**src/rtl/cskip_pipe_adder.sv**
```systemverilog
// Carry-skip adder pipelined one register stage per BLK-bit group, with valid/ready flow control.
// Optional signed-overflow output o_ovf is built only when CSKIP_OVF_EN is defined.
module cskip_pipe_adder #(
    parameter int WIDTH = 16,
    parameter int BLK   = 4
) (
    input  logic             i_clk,
    input  logic             i_rst,
    input  logic             i_valid,
    output logic             o_ready,
    input  logic [WIDTH-1:0] i_add_term1,
    input  logic [WIDTH-1:0] i_add_term2,
    input  logic             i_cin,
    output logic             o_valid,
    input  logic             i_ready,
    output logic [WIDTH-1:0] o_result,
    output logic             o_cout,
    output logic [15:0]      o_skip_cnt
`ifdef CSKIP_OVF_EN
    ,
    output logic             o_ovf
`endif
);

    localparam int NB = WIDTH / BLK;

    // Ripple-adds group k into the partial sum; returns {group carry-out, updated sum}.
    function automatic logic [WIDTH:0] grp_add(input logic [WIDTH-1:0] a,
                                               input logic [WIDTH-1:0] b,
                                               input logic [WIDTH-1:0] s,
                                               input logic             cin,
                                               input int               k);
        logic [WIDTH-1:0] sum;
        logic             c;
        logic             p;
        sum = s;
        c   = cin;
        p   = 1'b1;
        for (int i = 0; i < BLK; i++) begin
            sum[k*BLK+i] = a[k*BLK+i] ^ b[k*BLK+i] ^ c;
            c            = (a[k*BLK+i] & b[k*BLK+i]) | (c & (a[k*BLK+i] ^ b[k*BLK+i]));
            p            = p & (a[k*BLK+i] ^ b[k*BLK+i]);
        end
        return {(p ? cin : c), sum};
    endfunction

    function automatic logic [16:0] skip_groups(input logic [WIDTH-1:0] a,
                                                input logic [WIDTH-1:0] b);
        logic [WIDTH-1:0] x;
        logic [16:0]      n;
        x = a ^ b;
        n = '0;
        for (int g = 0; g < NB; g++) begin
            if (&x[g*BLK +: BLK]) n = n + 17'd1;
        end
        return n;
    endfunction

    function automatic logic [15:0] sat_add16(input logic [15:0] cnt, input logic [16:0] inc);
        logic [16:0] t;
        t = {1'b0, cnt} + inc;
        return t[16] ? 16'hFFFF : t[15:0];
    endfunction

    logic        en;
    logic [15:0] skip_cnt_d, skip_cnt_q;

    genvar k;
    for (k = 0; k < NB; k++) begin : g_stage
        logic [WIDTH-1:0] a_src, b_src, s_src;
        logic             c_src, v_src;
        logic [WIDTH:0]   grp;
        logic             v_d, v_q, c_d, c_q;
        logic [WIDTH-1:0] s_d, s_q;

        if (k == 0) begin : g_first
            assign a_src = i_add_term1;
            assign b_src = i_add_term2;
            assign s_src = '0;
            assign c_src = i_cin;
            assign v_src = i_valid;
        end else begin : g_next
            assign a_src = g_stage[k-1].g_fwd.a_q;
            assign b_src = g_stage[k-1].g_fwd.b_q;
            assign s_src = g_stage[k-1].s_q;
            assign c_src = g_stage[k-1].c_q;
            assign v_src = g_stage[k-1].v_q;
        end

        assign grp = grp_add(a_src, b_src, s_src, c_src, k);

        // Data loads only with a valid token so bubbles leave the last result visible.
        always_comb begin
            v_d = v_q;
            s_d = s_q;
            c_d = c_q;
            if (en) begin
                v_d = v_src;
                if (v_src) begin
                    s_d = grp[WIDTH-1:0];
                    c_d = grp[WIDTH];
                end
            end
        end

        always_ff @(posedge i_clk or posedge i_rst) begin
            if (i_rst) begin
                v_q <= 1'b0;
                s_q <= '0;
                c_q <= 1'b0;
            end else begin
                v_q <= v_d;
                s_q <= s_d;
                c_q <= c_d;
            end
        end

        if (k < NB-1) begin : g_fwd
            logic [WIDTH-1:0] a_d, a_q, b_d, b_q;

            always_comb begin
                a_d = a_q;
                b_d = b_q;
                if (en && v_src) begin
                    a_d = a_src;
                    b_d = b_src;
                end
            end

            always_ff @(posedge i_clk or posedge i_rst) begin
                if (i_rst) begin
                    a_q <= '0;
                    b_q <= '0;
                end else begin
                    a_q <= a_d;
                    b_q <= b_d;
                end
            end
        end

`ifdef CSKIP_OVF_EN
        if (k == NB-1) begin : g_ovf
            logic ovf_d, ovf_q;

            // Carry into the MSB is recovered as a ^ b ^ sum at that bit.
            always_comb begin
                ovf_d = ovf_q;
                if (en && v_src) begin
                    ovf_d = a_src[WIDTH-1] ^ b_src[WIDTH-1] ^ grp[WIDTH-1] ^ grp[WIDTH];
                end
            end

            always_ff @(posedge i_clk or posedge i_rst) begin
                if (i_rst) ovf_q <= 1'b0;
                else       ovf_q <= ovf_d;
            end
        end
`endif
    end

    assign o_valid  = g_stage[NB-1].v_q;
    assign o_result = g_stage[NB-1].s_q;
    assign o_cout   = g_stage[NB-1].c_q;
`ifdef CSKIP_OVF_EN
    assign o_ovf    = g_stage[NB-1].g_ovf.ovf_q;
`endif

    assign en      = !o_valid || i_ready;
    assign o_ready = en;

    always_comb begin
        skip_cnt_d = skip_cnt_q;
        if (i_valid && en) begin
            skip_cnt_d = sat_add16(skip_cnt_q, skip_groups(i_add_term1, i_add_term2));
        end
    end

    always_ff @(posedge i_clk or posedge i_rst) begin
        if (i_rst) skip_cnt_q <= '0;
        else       skip_cnt_q <= skip_cnt_d;
    end

    assign o_skip_cnt = skip_cnt_q;

endmodule

```
**config.mk**
```make
export PLATFORM = sky130hd
export DESIGN_NAME = cskip_pipe_adder
export DESIGN_NICKNAME = d
export VERILOG_FILES = /design/src/rtl/cskip_pipe_adder.sv
export SDC_FILE = /design/constraint.sdc
export NUM_CORES = 1
export LEC_CHECK = 0
export CORE_ASPECT_RATIO = 1.2
export CORE_MARGIN = 2
export CORE_UTILIZATION = 60
export DETAILED_ROUTE_END_ITERATION = 8
export DONT_BUFFER_PORTS = 1
export PLACE_DENSITY = 0.76
export SLEW_MARGIN = 25
export SYNTH_ARGS = -nofsm -noshare
export SYNTH_HDL_FRONTEND = slang
export SYNTH_SLANG_ARGS = --single-unit
```
**constraint.sdc**
```tcl
create_clock -name i_clk -period 3.6 [get_ports i_clk]
set_input_delay 0.18 -clock i_clk [delete_from_list [all_inputs] [get_ports i_clk]]
set_output_delay 0.18 -clock i_clk [all_outputs]
set_load 0.03 [all_outputs]
```
==> results of run 1 <==
-- kinds of logic after synthesis --
logic type               after synthesis  synth area share (%)
XOR/XNOR                              22                 3.591
adder cells (fa/ha/maj)               40                 11.70
AO/OA/AOI/OAI                         41                 4.477
multiplexers                          81                 16.93
flip-flops                           112                 52.23
AND/OR/NAND/NOR                       74                 6.995
buffers and inverters                 52                 4.010
other                                  1               0.06988
-- registers in the layout (all words and copies together) (netlist names) --
register / cells
g_stage.s_q: 24
o_skip_cnt: 16
g_stage.v_q: 3
o_valid: 1
g_stage.g_fwd.a_q: 24
o_cout: 1
g_stage.c_q: 3
g_stage.g_fwd.b_q: 24
o_result: 16
-- metal layers --
metal  up-vias  share of wire [%]
met3        14                5.4
met5         -                  0
met4         0                2.0
li1       1463                  -
met1      1541                 43
met2        64                 50
-- power breakdown --
group,switching (mW),leakage [nW],total (mW),internal [mW]
Clock,0.398,0.103,0.785,0.387
Sequential,0.661,1.34,2.44,1.78
Combinational,0.658,1.34,1.44,0.784
Total,1.72,2.79,4.67,2.95
-- synthesized netlist by cell type, types with 2 or more instances --
library cell  number
dfrtp_1          112
nand3_1            5
a21o_1             2
mux2_2            78
inv_1             40
nor2_1             8
nor2b_1            3
xor2_1            14
buf_2              7
nor3_1             2
ha_1              23
fa_1              17
and4_1             2
a211oi_1           2
nand2_1           36
xnor2_1            8
and3_1             3
or2_2              2
o21ai_0           22
mux2i_1            3
nand3_2            2
a41oi_1            2
o211ai_1           2
buf_4              3
nand4_1            7
a21oi_1            6
-- how the worst min path moves through the flow --
| stage | from | endpoint | slack, ps | cells past startpoint |
|---|---|---|---|---|
| global placement | i_rst | o_result[1] | 230 | 1 |
| CTS | i_cin | g_stage[0].c_q | 30 | 2 |
| detailed placement | i_rst | o_result[2] | 250 | 1 |
| global route | i_cin | g_stage[0].c_q | 80 | 2 |
| floorplan | i_add_term1[4] | g_stage[0].g_fwd.a_q[4] | 300 | 2 |
| finish | i_cin | g_stage[0].c_q | 40 | 2 |
-- final cells by class --
| type | instances | share of cell area, % |
|---|---|---|
| clock buffer | 11 | 2.211 |
| timing repair buffer | 30 | 4.842 |
| tap | 117 | 2.463 |
| sequential | 112 | 47.16 |
| multi-input combinational | 259 | 39.52 |
| inverter | 41 | 2.632 |
| clock inverter | 4 | 1.179 |
-- worst max-delay path, stage by stage --
cell     delay (ps)
ha_1            280
nand4_1         170
inv_1            60
ha_1            320
xnor2_1         180
ha_1            300
nor2_1           50
or2_2           310
fa_1            410
nor2b_1         160
o21ai_1         140
a21oi_2         260
nand3_2         270
a21bo_2         270
-- through the flow --
stage               std cells  setup WS, ps  util [%]  hold WS (ps)
detailed placement        534         149.1     63.43         251.7
CTS                       574         550.5     68.65         29.16
finish                    574         551.0     68.65         44.16
global placement          534         291.7     63.43         232.3
global route              574         357.2     68.65         78.32
floorplan                 423         461.0         -         296.8
-- timing repair --
action                    4_1_cts  5_1_grt
resized for setup               0        0
hold endpoints to repair       86        0
hold buffers                   25        0
setup buffers                   0        0
==> results.md, run 1 <==
- The unique cell type count in the Yosys netlist is 38.
- The classification of the worst setup path is in2reg.
- The number of instances in the synthesized netlist is 423.
- The final-layout setup total negative slack is 0 ps.
- The slew at the pin closest to its max-slew limit is 890.1 ps.
- The slack of the worst reg-to-reg path is 1180 ps.
- The worst clock skew on the final layout is 8.970 ps.
- Once the floorplan was initialized, standard cells occupied 61.99% of the core.
- The layout net count is 530.
- Dividing the detail-routed wire length by the instance count gives 16.42 um.
- Clock-pin slew was measured on the worst setup and hold paths at 90 ps.
- Counting the buffers created by CTS gives 9.
- For this run, design rule violations remaining after detail routing come to 0.
- The leakage power of the design is 2.787 nW.
- In this run the critical register-to-register path is captured at o_skip_cnt[6].
- The shortest period the worst path allows is 3049 ps.
- The maximum level of the CTS H-tree is 3.
- The library cell occupying the most area in the post-synthesis netlist is dfrtp_1.
- IR analysis of the VDD net gives a maximum drop of 0.0004244 V.
- The initial antenna violation count is 0.
- CTS placed an instance of clkbuf_8 at the clock tree root.
- The most used flip-flop cell after synthesis is dfrtp_1.
- Setup repair after global routing left no endpoint under its margin.
- Registers take between 2000 and 3000 um^2.
- The total standard cell area after synthesis is 5366 um^2.
- The depth of the most critical reg-to-reg path is 6.
- The data required time of the critical path is 3920 ps.
- The class of the worst hold path is in2reg.
- The CTS sink count is 112.
- The origin of the worst setup path is i_add_term1[1].
- Buffers placed on the I/O ports in this run total 0.
- The number of hold violations in the final report is 0.
- After routing the design area is 5943 um^2.
- In the layout the commonest cells are dfrtp_1, mux2_2, inv_1, nand2_1, dlygate4sd3_1.
- Leaving out fill and tap cells, the most frequent cell in the layout is dfrtp_1.
- The total of fill cells in the finished design is approximately 660.
- The routed layout has 3,082 vias.
- Dividing total power by cell area gives a power density of 785.6 nW/um^2.
- The weighted congestion reported at the end of routability-driven placement is 0.8160.
- The first detailed-routing pass ran for 4 iterations.
- The endpoint kind of the worst setup timing path is a flip-flop.
- The global-route wire length before repair is 16,020 um.
- In the finished design, the share of the clock period the worst path needs comes to 84.70%.
- The die covers 9720 um^2.
- The aggregate global-route resource usage is between 20% and 30%.
- The proportion of netlist area held by the largest area contributor is a little over half.
- For this run, asynchronously set or reset flops after synthesis account for between 90% and 100%.
- In this run the vertical extent of the chip is between 100 and 150 um.
- The layout-stage area growth over the synthesis result is 10.75%.
- The final total power is 4.669 mW.
- The synthesized area divided by synthesized cell count is 12.69 um^2.
- Pin placement for this block handled 72 I/O pins.
- The capturing instance or port of the critical path is o_skip_cnt[8].
- The half-perimeter wire length of the detailed placement result is around 6800 um.
- TritonCTS built the clock tree.
- The worst pin sits at a relative slew slack of 40.52%.
- Summing all placed instances gives a cell area of about 5500 um^2.
- The via count of the first global-routing pass came to between 3k and 4k.
- After synthesis, the cell types taking the most area are dfrtp_1, mux2_2, fa_1.
- The post-synth net total is 500.
- The endpoint arrival time on the critical path is 3370 ps.
- The synthesized design contains about 110 register bits.
- Entering global routing, the biggest net connects 65 pins.
- The number of buffers between clock root and the deepest sink is 2.
- The number of rows in the core area is 37.
- The number of synthesized flops with an enable pin is 0.
- The routed design has between 9000 and 10,000 um of wire.
- The count of max-cap constraint violations is 0.
- In the final layout, the multi-input gates occupy about 2300 um^2.
- The number of antenna-violating nets in the routed design is 0.
- Setup violations remaining at the end of the flow were counted as 0.
- The flow ran to the end, and the final reports show no timing, DRC or antenna violations.
- Dividing the detail-routed via count by the number of cells gives roughly 5.4.
- The most used routing layer in global routing is met2.
- The insertion delay of the later-clocked pin in the worst-skew pair is 370 ps.
- The routing usage on met3 is 6.303%.
- The die width is 90.33 um.
- The global-route met2 utilization is approximately a third.
- STA classifies the critical path startpoint as a primary input.
- The core footprint is 8657 um^2.
- For this run, the number of Yosys warnings is 0.
- The sequential-to-total area share from yosys stat is between 50% and 60%.
- Cells with a size suffix above 1 make up 22.98% of the layout.
- In this run the worst path has a maximum fanout of 13.
- The leftover overflow at the end of global routing is 0.
- The antenna diode count is 0.
- The number of pins exceeding their max-slew limit in the final report came to 0.
- The worst register-to-register path begins at o_valid.
- Global routing consumed, on the met1 layer, a little over a quarter of the routing resources.
- The DRC marker count from the first detailed-route iteration is 145.
- The highest achievable clock rate is 0.3280 GHz.
Power figures use the tool's default switching activity.
==> run 2: changes to the inputs <==
ABC_AREA = 1   (was default)
clock period = 3.01 ns   (was 3.6 ns; I/O delays follow)
==> run 2 against run 1 <==
Against the previous run: non-clock buffer count up 1; global-route usage is 3.5 points higher; core utilization decreased by 0.89 points; hold slack improved by 19 ps; largest cell class unchanged.
==> results.md, run 2 <==
- The flow ran to the end, and the final reports show no timing, DRC or antenna violations.
- Across the run, the number of max-cap violations was 0.
- The post-synthesis compound-gate area fraction is under 10%.
- Entering global routing, the biggest net connects 113 pins.
- The number of pins exceeding their max-slew limit in the final report came to 0.
- The number of antenna-violating nets in the routed design is 0.
- The core footprint is 9081 um^2.
- The slew at the pin closest to its max-slew limit is between 500 and 600 ps.
- The net switching fraction of the power is between 40% and 50%.
- The class of the worst hold path is in2reg.
- The number of instances in the synthesized netlist is 638.
- The number of hold violations in the final report is 0.
- The critical path is of the in2reg type.
- In this design, the largest share of critical-path delay is due to adder cells.
- The worst-case headroom to the max-slew limit is between 60% and 70%.
- The floorplan step set the die height to ~110 um.
- In the final routed layout, each cell accounts on average for approximately 14 um.
- Of the post-synthesis cell area, the part taken by muxes is 0%.
- The synthesized-area fraction occupied by and/or/nand/nor cells is 22.53%.
- The Yosys step of the flow raised 0 warnings.
- The initial antenna violation count is 0.
- The total overflow left after global routing is 0.
- The number of buffers inserted during clock tree synthesis is 9.
- Across the VDD grid, the largest voltage drop is 0.0004348 V.
- In the post-synthesis netlist, the cell with the most instances is nand2_1.
- The CTS sink count is between 100 and 150.
- The layout net count is 737.
- Sequential cells were found to cover 50.01% of the synthesized design area.
- Sequential cells account for 53.4% of the total power.
- The internal power of the cells totals about 3.0 mW.
- The synthesized netlist occupies a cell area of approximately 5600 um^2.
- Before antenna repair, the detailed router went through 5 iterations.
- The leakage power of the design is 3.155 nW.
- The clock tree from TritonCTS is done.
- For this design the total switching power over the nets is 2.135 mW.
- Input and output buffers added on the ports amount to 0.
- The layout-stage area growth over the synthesis result is 9.801%.
- The largest individual stage delay along the critical path comes from the cell fa_1.
- For this run, the number of standard cells in the final layout without fillers is 783.
- The placed cell count is 743.
- The largest fanout on the critical path is 15.
- The aggregate global-route resource usage is 24.72%.
- The worst setup path is launched from a primary input.
- Setup violations remaining at the end of the flow were counted as 0.
- Across all register-to-register paths, the minimum setup slack is 760 ps.
- Pin placement for this block handled 72 I/O pins.
- For this run, global-route usage on met1 was measured as 31.74%.
- Clock-pin slew was measured on the worst setup and hold paths at around 100 ps.
- Once the floorplan was initialized, standard cells occupied 61.71% of the core.
- STA puts the critical path data required time at 3290 ps.
- Setup repair after global routing left no endpoint under its margin.
- Derived from the worst setup path, the maximum achievable clock frequency is 0.3704 GHz.
- The largest registers in the layout are g_stage.g_fwd.a_q (24), g_stage.g_fwd.b_q (24), g_stage.s_q (24).
- The largest family of logic cells by synthesized area is simple AND/OR/NAND/NOR gates.
- The combined buffer and inverter count along the critical path is 3.
- The area of the multi-input gates is ~2400 um^2.
- The number of buffers between clock root and the deepest sink is 2.
- The depth of the worst hold-timing path is 3.
- Power spread over the standard cell area amounts to 832.7 nW/um^2.
- The buffers inserted during post-CTS setup optimization is 0.
- The global-route met2 utilization is around two fifths.
- The synthesized area divided by synthesized cell count is 8.784 um^2.
- The maximum level of the CTS H-tree is 3.
- The worst reg2reg path startpoint is o_valid.
- The total vias in the final route is 4,134.
- In this run, synthesis inferred 0 flip-flops with an integrated enable.
- After detailed routing, the number of remaining DRC violations is 0.
- The part of the total power dissipated in the clock network is 16.3%.
- The number of antenna diodes in the final layout is 0.
- Using the TritonRoute via totals, the vias-per-cell ratio works out to 5.280.
- The weighted congestion reported at the end of routability-driven placement is approximately 0.82.
- In the post-synthesis netlist, the biggest area contributors are dfrtp_1, nand2_1, o21ai_0.
- The depth of the most critical reg-to-reg path is 6.
- The shortest period the worst path allows is between 2000 and 3000 ps.
- After floorplanning, the core was divided into 38 placement rows.
- In this run the most used layer during global routing was met2.
- STA classifies the critical path endpoint as a flip-flop.
- The layout cell share with drive strength beyond 1 is 5.732%.
- In the layout the commonest cells are nand2_1, dfrtp_1, inv_1, o21ai_0, dlygate4sd3_1.
- The DRC marker count from the first detailed-route iteration is 236.
- The die footprint is just over 10,000 um^2.
- The most used flip-flop cell after synthesis is dfrtp_1.
- In this design, the stage delay of the slowest critical-path cell is 400 ps.
- After Yosys synthesis, full adders, half adders and majority gates account for 11.21% of the synthesized area.
- The endpoint identified for the worst register-to-register timing path is o_skip_cnt[6].
- The critical path goes through ha_1 -> nand4_1 -> inv_1 -> ha_1 -> inv_1 -> nand2_1 -> nand2_1 -> inv_1 -> ha_1 -> or2_2 -> nand2_1 -> fa_1 -> nand3b_1 -> a21oi_1 -> nand3b_4 -> o21ai_0.
- After filler insertion, the fill cell instance count of the layout stands at a little over 700.
- For this block, the routed nets add up to 11,230 um of wire.
- In this run the worst setup path begins at i_add_term1[1].
- The die is between 90 and 100 um wide.
- Ranked by instance count, the synthesized netlist is headed by nand2_1, dfrtp_1, inv_1, o21ai_0.
- The share of synthesized area in the top cell type comes to approximately 50%.
- The logic gate share of total power is 30.3%.
- Data on the critical path arrives at its endpoint at 2980 ps.
- After routing, the total negative slack on setup checks comes to 0 ps.
- The half-perimeter wire length of the detailed placement result is 7530 um.
- Summing all flip-flop and latch instances after layout gives 2803 um^2.
- The via count of the first global-routing pass is between 4k and 5k.
- The global-route wire length before repair is 19,580 um.
- The post-route clock period utilization is 89.71%.
- In the synthesized netlist the async set-or-reset flop fraction comes to 100.0%.
- The library cell occupying the most area in the post-synthesis netlist is dfrtp_1.
- Clock latency on the worst-skew pair, taken at its later pin, is 370 ps.
- After synthesis the netlist holds a flip-flop and latch count of 112.
- The cell at the root of the clock tree is clkbuf_8.
- The number of nets handed over by synthesis was 715.
- The end point of the worst hold path is g_stage[0].s_q[2].
- The startpoint identified for the worst hold timing path is i_add_term2[2].
- The most common cell after layout, fill and taps aside is nand2_1.
- The routing usage on met3 is around 6.1%.
- The unique cell type count in the Yosys netlist is 30.
- The clock arrives with ~8.3 ps of skew.
- After Yosys synthesis, XOR and XNOR cells account for ~1.9% of the synthesized area.
## run 2: changes by cell type after synthesis, sizes merged, moves of 6 or more
cell    before  now
clkbuf       1    7
inv         40   85
mux2        78    0
nand2       36  223
nand3        7   24
nand3b       0    6
nor2         8   23
o21ai       23   70
xor2        14    2
## run 2: through the flow
step | util (%) | setup WS, ps | power [mW] | hold slack (ps) | area (um^2)
after floorplan | - | 165.8 | 3.870 | 260.1 | 5608
after global placement | 62.88 | 130.1 | 4.170 | 237.6 | 5710
after detailed placement | 62.88 | -9.439 | 4.288 | 246.3 | 5710
after CTS | 67.73 | 380.5 | 5.148 | 51.65 | 6151
after global routing | 67.76 | 91.35 | 5.566 | 66.36 | 6153
final | 67.76 | 309.9 | 5.124 | 63.59 | 6153
## run 2: tightest hold or removal path, cell delays in order
cell	delay (ps)
fa_1	150
nand2_1	60
nand2_1	50
## run 2: kinds of logic (layout without fill, tap and decap cells)
kind of cell | after synthesis | in the layout
AO/OA/AOI/OAI | 77 | 77
buffers and inverters | 105 | 130
flip-flops | 112 | 112
adder cells (fa/ha/maj) | 40 | 40
other | 1 | 1
XOR/XNOR | 12 | 12
AND/OR/NAND/NOR | 291 | 291
## run 2: what timing repair did
item                                    in CTS  in global routing
hold buffers                                26                  0
gates resized for setup                      0                  1
hold endpoints to repair                   137                  0
endpoints found under the setup margin       0                  3
## run 2: area by class of cell
type                            count  area share [%]
Clock buffer                       12           2.684
Multi-Input combinational cell    421           38.80
Timing Repair Buffer               31           5.043
Inverter                           85           5.246
Clock inverter                      2          0.2440
Sequential cell                   112           45.55
Tap cell                          120           2.440
## run 2: per-layer routing
layer  up-vias  part of all wire, %  wire [um]
met5         -                    0          0
met4         0                  1.3        151
met3        13                  6.0        676
met2       134                   50       5607
met1      1983                   43       4795
li1       2004                    -          -
## run 2: how the worst max path moves through the flow
stage                           to  slack (ps)  depth (start not counted)
floorplan            o_skip_cnt[9]         170                         17
global route         o_skip_cnt[0]          90                         17
finish               o_skip_cnt[0]         310                         16
CTS                  o_skip_cnt[0]         380                         16
global placement    o_skip_cnt[15]         130                         16
detailed placement   o_skip_cnt[0]          -9                         16
## run 2: power groups by stage
stage / Sequential [mW] / Combinational, mW / Clock (mW)
5_1_grt: 2.82 / 1.84 / 0.914
4_1_cts: 2.74 / 1.56 / 0.849
6_report: 2.74 / 1.55 / 0.834
2_1_floorplan: 2.67 / 1.20 / 0
3_3_place_gp: 2.74 / 1.43 / 0
3_5_place_dp: 2.77 / 1.52 / 0
==> run 3: changes to the inputs <==
ABC_AREA = default   (was 1)
CELL_PAD_IN_SITES_DETAIL_PLACEMENT = 1   (was default)
CELL_PAD_IN_SITES_GLOBAL_PLACEMENT = 2   (was default)
CORE_UTILIZATION = 43   (was 60)
PLACE_DENSITY = default   (was 0.76)
PLACE_DENSITY_LB_ADDON = 0.1   (was default)
==> run 3 against run 2 <==
Against the previous run: maximum frequency shrank 3.4%; sequential power is 6% higher; final area increased by 2.0%; clock-buffer cell count decreased by 2; register-to-register slack hardly changed; flip-flop and latch count did not move.
==> results.md, run 3 (synthesis gave the netlist of run 1 again) <==
- The via count of the first global-routing pass is between 3k and 4k.
- At the worst endpoint, the required time is around 3200 ps.
- The number of pins exceeding their max-slew limit in the final report was 0.
- The layout-stage area growth over the synthesis result is 16.90%.
- The clock-pin slew on the worst setup and hold paths is 80 ps.
- The height of the chip is 126.4 um.
- The classification of the worst setup path is in2reg.
- Leaving out fill and tap cells, the most frequent cells in the layout are dfrtp_1, mux2_2, inv_1, nand2_1, dlygate4sd3_1.
- Setup slack closes at 214.0 ps.
- OpenSTA, run right after detailed placement, puts the worst setup slack at -152.9 ps.
- The number of buffers between clock root and the deepest sink is 2.
- For the final database, setup skew stands at slightly below 9 ps.
- The effective utilization at floorplan is 44.11%.
- The highest achievable clock rate is 0.3577 GHz.
- After global routing the overflow that remains totals 0.
- The logic gate share of total power is 30.8%.
- The part of the total power dissipated in sequential elements is 48.8%.
- Of the total power, the share spent switching nets is 36.68%.
- The routed wire length per instance is between 15 and 20 um.
- The slack of the worst reg-to-reg path is approximately 760 ps.
- In the routed layout, each cell is associated on average with a via count of 4.994.
- The worst register-to-register path begins at g_stage[0].g_fwd.a_q[4].
- Setup repair after global routing left no endpoint under its margin.
- The floorplan step defined a core boundary enclosing between 10,000 and 15,000 um^2.
- In the final layout, the share of cells above drive strength 1 is 26.43%.
- The leakage power of the design is 2.919 nW.
- The end point of the worst hold path is g_stage[0].c_q.
- The depth of the most critical reg-to-reg path is 8.
- In this run, the number of DRC markers left after iteration 0 of detailed routing was between 50 and 60.
- In this run the tightest slew margin relative to its limit is around half.
- The clock tree from TritonCTS is done.
- At the end of the flow, the number of nets in the layout was 545.
- For this block, the via count after detailed routing is 3,166.
- The slew at the pin closest to its max-slew limit is 756.8 ps.
- The die footprint is 13,390 um^2.
- The origin of the worst setup path is i_add_term1[3].
- The part of the total power dissipated in the clock network is 20.4%.
- STA classifies the critical path endpoint as a flip-flop.
- The endpoint arrival time on the critical path is 3030 ps.
- The maximum level of the CTS H-tree is 3.
- The half-perimeter wire length of the detailed placement result is 7730 um.
- Setup violations remaining at the end of the flow were counted as 0.
- After clock tree synthesis, the setup repair step added 0 buffers.
- The global-route wire length before repair is 18,060 um.
- The min-delay analysis places its worst path in the category in2reg.
- The aggregate global-route resource usage is 17.33%.
- In this run the horizontal extent of the chip is 106.0 um.
- The flow ran to the end, and the final reports show no timing, DRC or antenna violations.
- In the final layout, the registers with the most flip-flops are g_stage.g_fwd.a_q (24), g_stage.g_fwd.b_q (24), g_stage.s_q (24).
- In this run the most critical hold path is launched from i_cin.
- The congestion estimate from routability-driven global placement came to 0.7532.
- Clock tree synthesis found a total of 112 sinks.
- The maximum number of pins on one net before global-route repair is 69.
- The number of hold violations in the final report came to 0.
- The repair_antennas step left the layout with diodes totalling 0.
- The total of fill cells in the finished design is 1,264.
- Once detail routing completed, the nets flagged for antenna violations numbered 0.
- Clock tree synthesis selected as its root buffer the cell clkbuf_16.
- The net switching power is 2.193 mW.
- The insertion delay of the later-clocked pin in the worst-skew pair is 350 ps.
- STA classifies the critical path startpoint as a primary input.
- The initial antenna violation count came to 0.
- 72 I/O pins were placed.
- The number of rows in the core area is 44.
- Along the worst path, the maximum fanout reaches 5.
- The number of buffers inserted during clock tree synthesis is 9.
- The reg-to-reg critical path endpoint is g_stage[1].s_q[7].
- The first-pass detailed-route iteration total is 4.
- For the finished layout, the period the worst path requires is between 2000 and 3000 ps.
- The final routed wirelength across all metal layers is 10,820 um.
- The library cell used most frequently in the layout, excluding fill and tap cells, is dfrtp_1.
- The depth of the worst hold-timing path is 2.
- The maximum resistive drop on vdd is 0.0003653 V.
- The post-route clock period utilization is 92.89%.
- In the final timing run, aggregate negative setup slack is 0 ps.
- Input and output buffers added on the ports amount to 0.
- The count of max-cap constraint violations is 0.
- The design internal power is 3.786 mW.
- In the routed design, unresolved DRC markers number 0.
- Dividing total power by cell area gives a power density of 953.0 nW/um^2.
run 3: cell count changes in the layout (fill, tap and decap cells not counted), moves of 13 or more:
cell	delta
nand2_1	-182
nand3_1	-18
o21ai_0	-47
mux2_2	+78
buf_4	+13
inv_1	-41
run 3: worst max-delay path, cell delays in order:
cell,delay (ps)
ha_1,270
nand4_1,140
inv_1,60
ha_1,330
xnor2_2,160
ha_1,280
nor2_1,50
or2_2,310
fa_1,420
nor2b_2,160
o21ai_2,100
a21oi_4,180
buf_4,160
nand3_1,90
mux2i_1,150
run 3: through the flow:
stage | hold slack (ps) | instance area (um^2) | utilization (%) | std cells | power, mW
after global placement | 267.4 | 5689 | 46.76 | 592 | 4.652
after CTS | 26.57 | 6243 | 51.32 | 633 | 6.088
after detailed placement | 284.2 | 5689 | 46.76 | 592 | 4.805
after floorplan | 267.3 | 5384 | - | 423 | 4.218
final | 34.79 | 6274 | 51.56 | 634 | 5.979
after global routing | 69.07 | 6274 | 51.56 | 634 | 6.423
run 3: layout make-up:
type / count / area, um^2 / area share, %
timing repair buffer: 45 / 437.9 / 6.980
clock buffer: 10 / 229.0 / 3.650
tap: 161 / 201.4 / 3.211
multi-input combinational: 259 / 2370 / 37.77
inverter: 41 / 157.7 / 2.513
clock inverter: 6 / 75.07 / 1.197
sequential: 112 / 2803 / 44.67
run 3: how the worst max path moves through the flow:
| stage | to | cells past startpoint |
|---|---|---|
| after floorplan | o_skip_cnt[3] | 15 |
| after global placement | o_skip_cnt[12] | 15 |
| after detailed placement | o_skip_cnt[12] | 15 |
| after CTS | o_skip_cnt[12] | 15 |
| after global routing | o_skip_cnt[12] | 15 |
| final | o_skip_cnt[12] | 15 |
run 3: repair_timing:
item | CTS | global route
endpoints found under the setup margin | 0 | 13
gates resized for setup | 0 | 2
endpoints found under the hold margin | 68 | 0
hold buffers | 25 | 0
run 3: metal layers:
metal	vias to the layer above	wire length (um)	track usage (%)	part of all wire, %
li1	1502	-	-	-
met4	0	157	6.502	1.5
met1	1601	4627	21.08	43
met2	51	5622	30.59	52
met3	12	408	3.237	3.8
met5	-	0	0	0
run 3: power by group through the flow:
| stage | Combinational [mW] | Sequential (mW) | Clock (mW) |
|---|---|---|---|
| 6_report | 1.84 | 2.91 | 1.22 |
| 5_1_grt | 2.10 | 3.01 | 1.32 |
| 4_1_cts | 1.88 | 2.93 | 1.27 |
| 3_5_place_dp | 1.84 | 2.96 | 0 |
| 3_3_place_gp | 1.74 | 2.91 | 0 |
| 2_1_floorplan | 1.42 | 2.80 | 0 |
